<file path="src/rtl/mem_req_arbiter_pkg.sv">
// Shared encodings and helpers for the memory request arbiter slice.
// The optional fetch aging feature is enabled by defining MEM_ARB_AGING_EN.
package mem_req_arbiter_pkg;

  typedef enum logic [1:0] {
    ARB_IDLE  = 2'd0,
    ARB_ISSUE = 2'd1,
    ARB_WAIT  = 2'd2,
    ARB_RESP  = 2'd3
  } arbState_t;

  typedef enum logic [1:0] {
    OWN_FETCH = 2'd0,
    OWN_LOAD  = 2'd1,
    OWN_STORE = 2'd2
  } arbOwner_t;

  localparam logic [2:0] SZ_B = 3'd1;
  localparam logic [2:0] SZ_H = 3'd2;
  localparam logic [2:0] SZ_W = 3'd4;

  localparam int unsigned IO_BASE_DEFAULT = 32'h0003_0000;

  // Any size code the engine does not understand is issued as a full word.
  function automatic logic [2:0] normSize(input logic [2:0] size);
    case (size)
      SZ_B, SZ_H: return size;
      default:    return SZ_W;
    endcase
  endfunction

  function automatic logic [31:0] sizeMask(input logic [2:0] size);
    case (size)
      SZ_B:    return 32'h0000_00FF;
      SZ_H:    return 32'h0000_FFFF;
      default: return 32'hFFFF_FFFF;
    endcase
  endfunction

endpackage

</file>
<file path="src/rtl/mem_arb_age_ctr.sv">
// Saturating wait counter that forces the next idle grant to fetch once it reaches LIMIT.
// Only instantiated when MEM_ARB_AGING_EN is defined.
module mem_arb_age_ctr #(
  parameter int unsigned LIMIT = 8
) (
  input  logic clk,
  input  logic rst,
  input  logic i_rdy,
  input  logic i_inc,
  input  logic i_clr,
  output logic o_forceFetch
);

  localparam int unsigned CntW = $clog2(LIMIT + 1);

  logic [CntW-1:0] r_count;

  always_ff @(posedge clk) begin
    if (rst) begin
      r_count <= '0;
    end else if (i_rdy) begin
      if (i_clr) begin
        r_count <= '0;
      end else if (i_inc && (r_count != CntW'(LIMIT))) begin
        r_count <= r_count + 1'b1;
      end
    end
  end

  assign o_forceFetch = (r_count == CntW'(LIMIT));

endmodule

</file>
<file path="src/rtl/mem_req_arbiter.sv">
// Arbitrates the byte-serial memory engine between i-cache fetch and LSB loads/stores.
// Define MEM_ARB_AGING_EN to add fetch anti-starvation aging (mem_arb_age_ctr).
module mem_req_arbiter
  import mem_req_arbiter_pkg::*;
#(
  parameter int unsigned ADDR_W       = 32,
  parameter int unsigned IO_BASE      = IO_BASE_DEFAULT,
  parameter int unsigned IO_SPAN      = 8,
  parameter int unsigned STARVE_LIMIT = 8
) (
  input  logic              clk,
  input  logic              rst,
  input  logic              rdy,
  input  logic              flush,
  input  logic              io_buffer_full,
  input  logic              fetch_req,
  input  logic [ADDR_W-1:0] fetch_addr,
  output logic              fetch_ack,
  output logic [31:0]       fetch_data,
  input  logic              lsb_req,
  input  logic              lsb_we,
  input  logic [2:0]        lsb_size,
  input  logic [ADDR_W-1:0] lsb_addr,
  input  logic [31:0]       lsb_wdata,
  output logic              lsb_ack,
  output logic [31:0]       lsb_rdata,
  output logic              mc_req,
  output logic              mc_we,
  output logic [2:0]        mc_size,
  output logic [ADDR_W-1:0] mc_addr,
  output logic [31:0]       mc_wdata,
  input  logic              mc_done,
  input  logic [31:0]       mc_rdata
);

  localparam logic [ADDR_W-1:0] IoLo = ADDR_W'(IO_BASE);
  localparam logic [ADDR_W-1:0] IoHi = ADDR_W'(IO_BASE + IO_SPAN);

  arbState_t r_state;
  arbOwner_t r_owner;
  logic      r_cancel;

  logic w_idle;
  logic w_lsbInIo;
  logic w_storeOk;
  logic w_loadOk;
  logic w_fetchOk;
  logic w_forceFetch;
  logic w_grantFetch;
  logic w_grantStore;
  logic w_grantLoad;
  logic w_flushFetch;

  assign w_idle    = (r_state == ARB_IDLE);
  assign w_lsbInIo = (lsb_addr >= IoLo) && (lsb_addr < IoHi);
  // A held IO store simply drops out of the race, letting load/fetch proceed.
  assign w_storeOk = lsb_req && lsb_we && (!w_lsbInIo || !io_buffer_full);
  assign w_loadOk  = lsb_req && !lsb_we;
  assign w_fetchOk = fetch_req && !flush;

  assign w_grantFetch = w_idle && w_fetchOk && (w_forceFetch || !(w_storeOk || w_loadOk));
  assign w_grantStore = w_idle && w_storeOk && !w_grantFetch;
  assign w_grantLoad  = w_idle && w_loadOk && !w_storeOk && !w_grantFetch;
  assign w_flushFetch = flush && (r_owner == OWN_FETCH);

`ifdef MEM_ARB_AGING_EN
  logic w_ageInc;
  logic w_ageClr;

  assign w_ageInc = w_idle && fetch_req && (w_grantStore || w_grantLoad);
  assign w_ageClr = w_grantFetch || flush;

  mem_arb_age_ctr #(
    .LIMIT(STARVE_LIMIT)
  ) u_ageCtr (
    .clk         (clk),
    .rst         (rst),
    .i_rdy       (rdy),
    .i_inc       (w_ageInc),
    .i_clr       (w_ageClr),
    .o_forceFetch(w_forceFetch)
  );
`else
  assign w_forceFetch = 1'b0;
`endif

  always_ff @(posedge clk) begin
    if (rst) begin
      r_state    <= ARB_IDLE;
      r_owner    <= OWN_FETCH;
      r_cancel   <= 1'b0;
      mc_req     <= 1'b0;
      mc_we      <= 1'b0;
      mc_size    <= '0;
      mc_addr    <= '0;
      mc_wdata   <= '0;
      fetch_ack  <= 1'b0;
      fetch_data <= '0;
      lsb_ack    <= 1'b0;
      lsb_rdata  <= '0;
    end else if (rdy) begin
      case (r_state)
        ARB_IDLE: begin
          if (w_grantFetch || w_grantStore || w_grantLoad) begin
            r_state  <= ARB_ISSUE;
            r_cancel <= 1'b0;
            mc_req   <= 1'b1;
            if (w_grantFetch) begin
              r_owner  <= OWN_FETCH;
              mc_we    <= 1'b0;
              mc_size  <= SZ_W;
              mc_addr  <= fetch_addr;
              mc_wdata <= '0;
            end else begin
              r_owner  <= w_grantStore ? OWN_STORE : OWN_LOAD;
              mc_we    <= w_grantStore;
              mc_size  <= normSize(lsb_size);
              mc_addr  <= lsb_addr;
              mc_wdata <= w_grantStore ? lsb_wdata : 32'h0;
            end
          end
        end
        ARB_ISSUE: begin
          mc_req  <= 1'b0;
          r_state <= ARB_WAIT;
          if (w_flushFetch) r_cancel <= 1'b1;
        end
        ARB_WAIT: begin
          if (w_flushFetch) r_cancel <= 1'b1;
          // A flush landing on the completion cycle still cancels the fetch.
          if (mc_done) begin
            r_state <= ARB_RESP;
            case (r_owner)
              OWN_FETCH: begin
                if (!(r_cancel || flush)) begin
                  fetch_data <= mc_rdata;
                  fetch_ack  <= 1'b1;
                end
              end
              OWN_LOAD: begin
                lsb_rdata <= mc_rdata & sizeMask(mc_size);
                lsb_ack   <= 1'b1;
              end
              default: lsb_ack <= 1'b1;
            endcase
          end
        end
        default: begin
          fetch_ack <= 1'b0;
          lsb_ack   <= 1'b0;
          r_state   <= ARB_IDLE;
        end
      endcase
    end
  end

endmodule

</file>
<file path="config.mk">
export PLATFORM = sky130hd
export DESIGN_NAME = mem_req_arbiter
export DESIGN_NICKNAME = d
export VERILOG_FILES = /design/src/rtl/mem_req_arbiter_pkg.sv /design/src/rtl/mem_arb_age_ctr.sv /design/src/rtl/mem_req_arbiter.sv
export SDC_FILE = /design/constraint.sdc
export NUM_CORES = 1
export LEC_CHECK = 0
export CAP_MARGIN = 20
export CORE_MARGIN = 3
export CORE_UTILIZATION = 26
export DETAILED_ROUTE_END_ITERATION = 8
export GPL_ROUTABILITY_DRIVEN = 0
export SLEW_MARGIN = 20
export SYNTH_ARGS = -nofsm -noshare
export SYNTH_HDL_FRONTEND = slang
export SYNTH_SLANG_ARGS = --single-unit
</file>
<file path="constraint.sdc">
create_clock -name clk -period 2.3 [get_ports clk]
set_input_delay 0.46 -clock clk [delete_from_list [all_inputs] [get_ports clk]]
set_output_delay 0.46 -clock clk [all_outputs]
set_load 0.05 [all_outputs]
</file>
==> flow_summary.ini <==
[sta]
drv_slew = 0
finalClockSkew_ns = 0.0113
finalCritPeriodShare = 0.975
rsz0062_at_grt = false
period_needed_ns = 2.24
hold_slack_ns = 0.453
slew_headroom = 0.612
worst_pin_slew_ns = 0.580
setup_tns_ns = 0
timing.fmax_ghz = 0.446
setup_slack_ns = 0.0580
finalHoldViolCount = 0
setup_violations = 0

[worst_setup_path]
worstReg2RegStart = r_state[0]
cp-start-kind = primary input
cp.required_ns = 2.63
crit_arrival_ns = 2.57
crit_type = in -> reg
startpoint = lsb_addr[27]
cp_max_fo = 4
endpoint_kind = flop

[min_path]
hp-start = lsb_rdata[14]
hp-class = reg -> reg

[power]
cellLeakagePower_nw = 3.85
p_total_mw = 6.98
peakVddDrop_uv = 480
power_density_nw_per_um2 = 733

[cts]
cts_buffers = 17
htree_levels = 4
clk_latency_ns = 0.42
cts_hold_buf = 0
cts_max_path_buffers = 2
cts-root-buf = clkbuf_16
cts_tree = built
clock_sinks = 139
path_clk_slew_ns = 0.06

[outcome]
status = finished, final reports clean

[yosys]
synth_warnings = 0
synth_cell_types = 46
syn_nets = 788
synth_most_common_cell = dfxtp_1
synth_common_cells = 139 x dfxtp_1, 124 x nand2_1, 88 x nor2_1, 86 x a21oi_1, 36 x clkbuf_1
yosysTopAreaCellShare = 0.505
netlist_top_cells_area = dfxtp_1 51%, nand2_1 8.5%, a21oi_1 7.8%
syn_area_um2 = 5510
synth-main-ff-cell = dfxtp_1
ys_ff_latch = 139
syn_inst = 644
synth_edf_count = 0
synth_top_area_cell = dfxtp_1
syn_avg_cell_area_um2 = 8.55
ys_seq_area_frac = 0.505
synthArstFlopShare = 0

[route]
drt_iter0_markers = 219
vias_per_cell = 4.63
drt_first_pass_iters = 5
post_drt_wl_per_cell_um = 16.2
drc_errors = 0
via_count = 5621
ant_nets = 0
drt_wl_total_mm = 19.7

[grt]
grt_max_degree = 47
grt.overflow.total = 0
grt_pass1_vias = 5385
grt_usage = 0.165
grt_pass1_wl_mm = 29.7
antenna_found_initial = 0

[floorplanning]
pin_count = 275
rows = 52
fp.dieW_um = 152
core_um2 = 20500
start_util = 0.269
die_area_um2 = 23000
die_h_um = 152

[cells_and_area]
drive_gt1_frac = 0.0985
layout.cells.non_filler = 1214
final_area_um2 = 9530
nNetsFinal = 1075
syn2layout_area_growth_pct = 73.1
fin_util = 0.465
diodes = 0

[placed_design]
port_buffers = 274
pre_cts_slack_ns = -0.478
dp_hpwl_mm = 14.2
placed_area_um2 = 8850
dp.cells = 1182

[job]
cap_violations = 0
==> layout make-up <==
type / count / area (µm²)
Clock inverter: 15 / 185
Tap cell: 270 / 338
Timing Repair Buffer: 315 / 3180
Clock buffer: 17 / 425
Fill cell: 2015 / 11000
Sequential cell: 139 / 2780
Inverter: 6 / 22.5
Multi-Input combinational cell: 452 / 2600
==> logic make-up after synthesis <==
family                   after synthesis  synth area share
adder cells (fa/ha/maj)                4           0.00909
flip-flops                           139             0.505
AO/OA/AOI/OAI                        184             0.235
buffers and inverters                 53            0.0382
XOR/XNOR                               2           0.00318
AND/OR/NAND/NOR                      259             0.204
multiplexers                           3           0.00545
==> sequential cells by signal, summed over array words and instances (netlist names) <==
signal / flops
mc_we: 1
mc_wdata: 32
lsb_ack: 1
r_cancel: 1
lsb_rdata: 32
fetch_data: 32
r_owner: 1
mc_addr: 32
fetch_ack: 1
r_state: 2
mc_size: 3
mc_req: 1
==> cells in the final DEF, fill, tap and decap left out, drive strengths merged, types with 2 or more instances in the layout <==
cell,n
a21oi,86
a22o,33
a22oi,17
a41oi,2
and4,2
buf,42
bufinv,3
clkbuf,17
clkdlybuf4s50,265
clkinv,4
dfxtp,139
dlymetal6s2s,8
ha,4
inv,13
mux2i,3
nand2,124
nand2b,4
nand3,13
nand3b,2
nand4,3
nand4b,2
nor2,89
nor2b,2
nor3,2
nor4,6
o211a,30
o211ai,2
o21a,3
o21ai,4
o41ai,2
or3b,2
==> where the power goes <==
| part | switching [mW] | internal, mW |
|---|---|---|
| logic | 0.861 | 0.637 |
| clock network | 1.14 | 1.73 |
| registers | 0.0783 | 2.54 |
| total | 2.08 | 4.91 |
==> layer usage <==
metal | up-vias | wire [µm] | GRT usage
met5 | - | 0 | 0
met4 | 0 | 180 | 0.0382
met3 | 13 | 1860 | 0.0681
met2 | 182 | 9290 | 0.267
met1 | 2601 | 8360 | 0.207
li1 | 2825 | - | -
==> worst paths after layout <==
path,to,cells after the start,slack (ns)
worst min register to register,lsb_rdata[14],2,0.45
worst max-delay path,r_state[0],7,0.06
worst max register to register,lsb_rdata[21],8,0.35
worst min-delay path,lsb_rdata[14],2,0.45
==> worst max-delay path: stages <==
cell and delay [ns]:
clkdlybuf4s50_1 0.46, nor4b_4 0.35, nand4_1 0.19, or4_4 0.52, buf_4 0.17, a22o_1 0.23
o32ai_2 0.19
==> timing repair <==
action	in CTS	in global routing
cloned	0	0
endpoints found under the setup margin	35	36
pin swaps	0	4
resized for setup	2	14
setup buffers	0	0
Power figures use the tool's default switching activity.
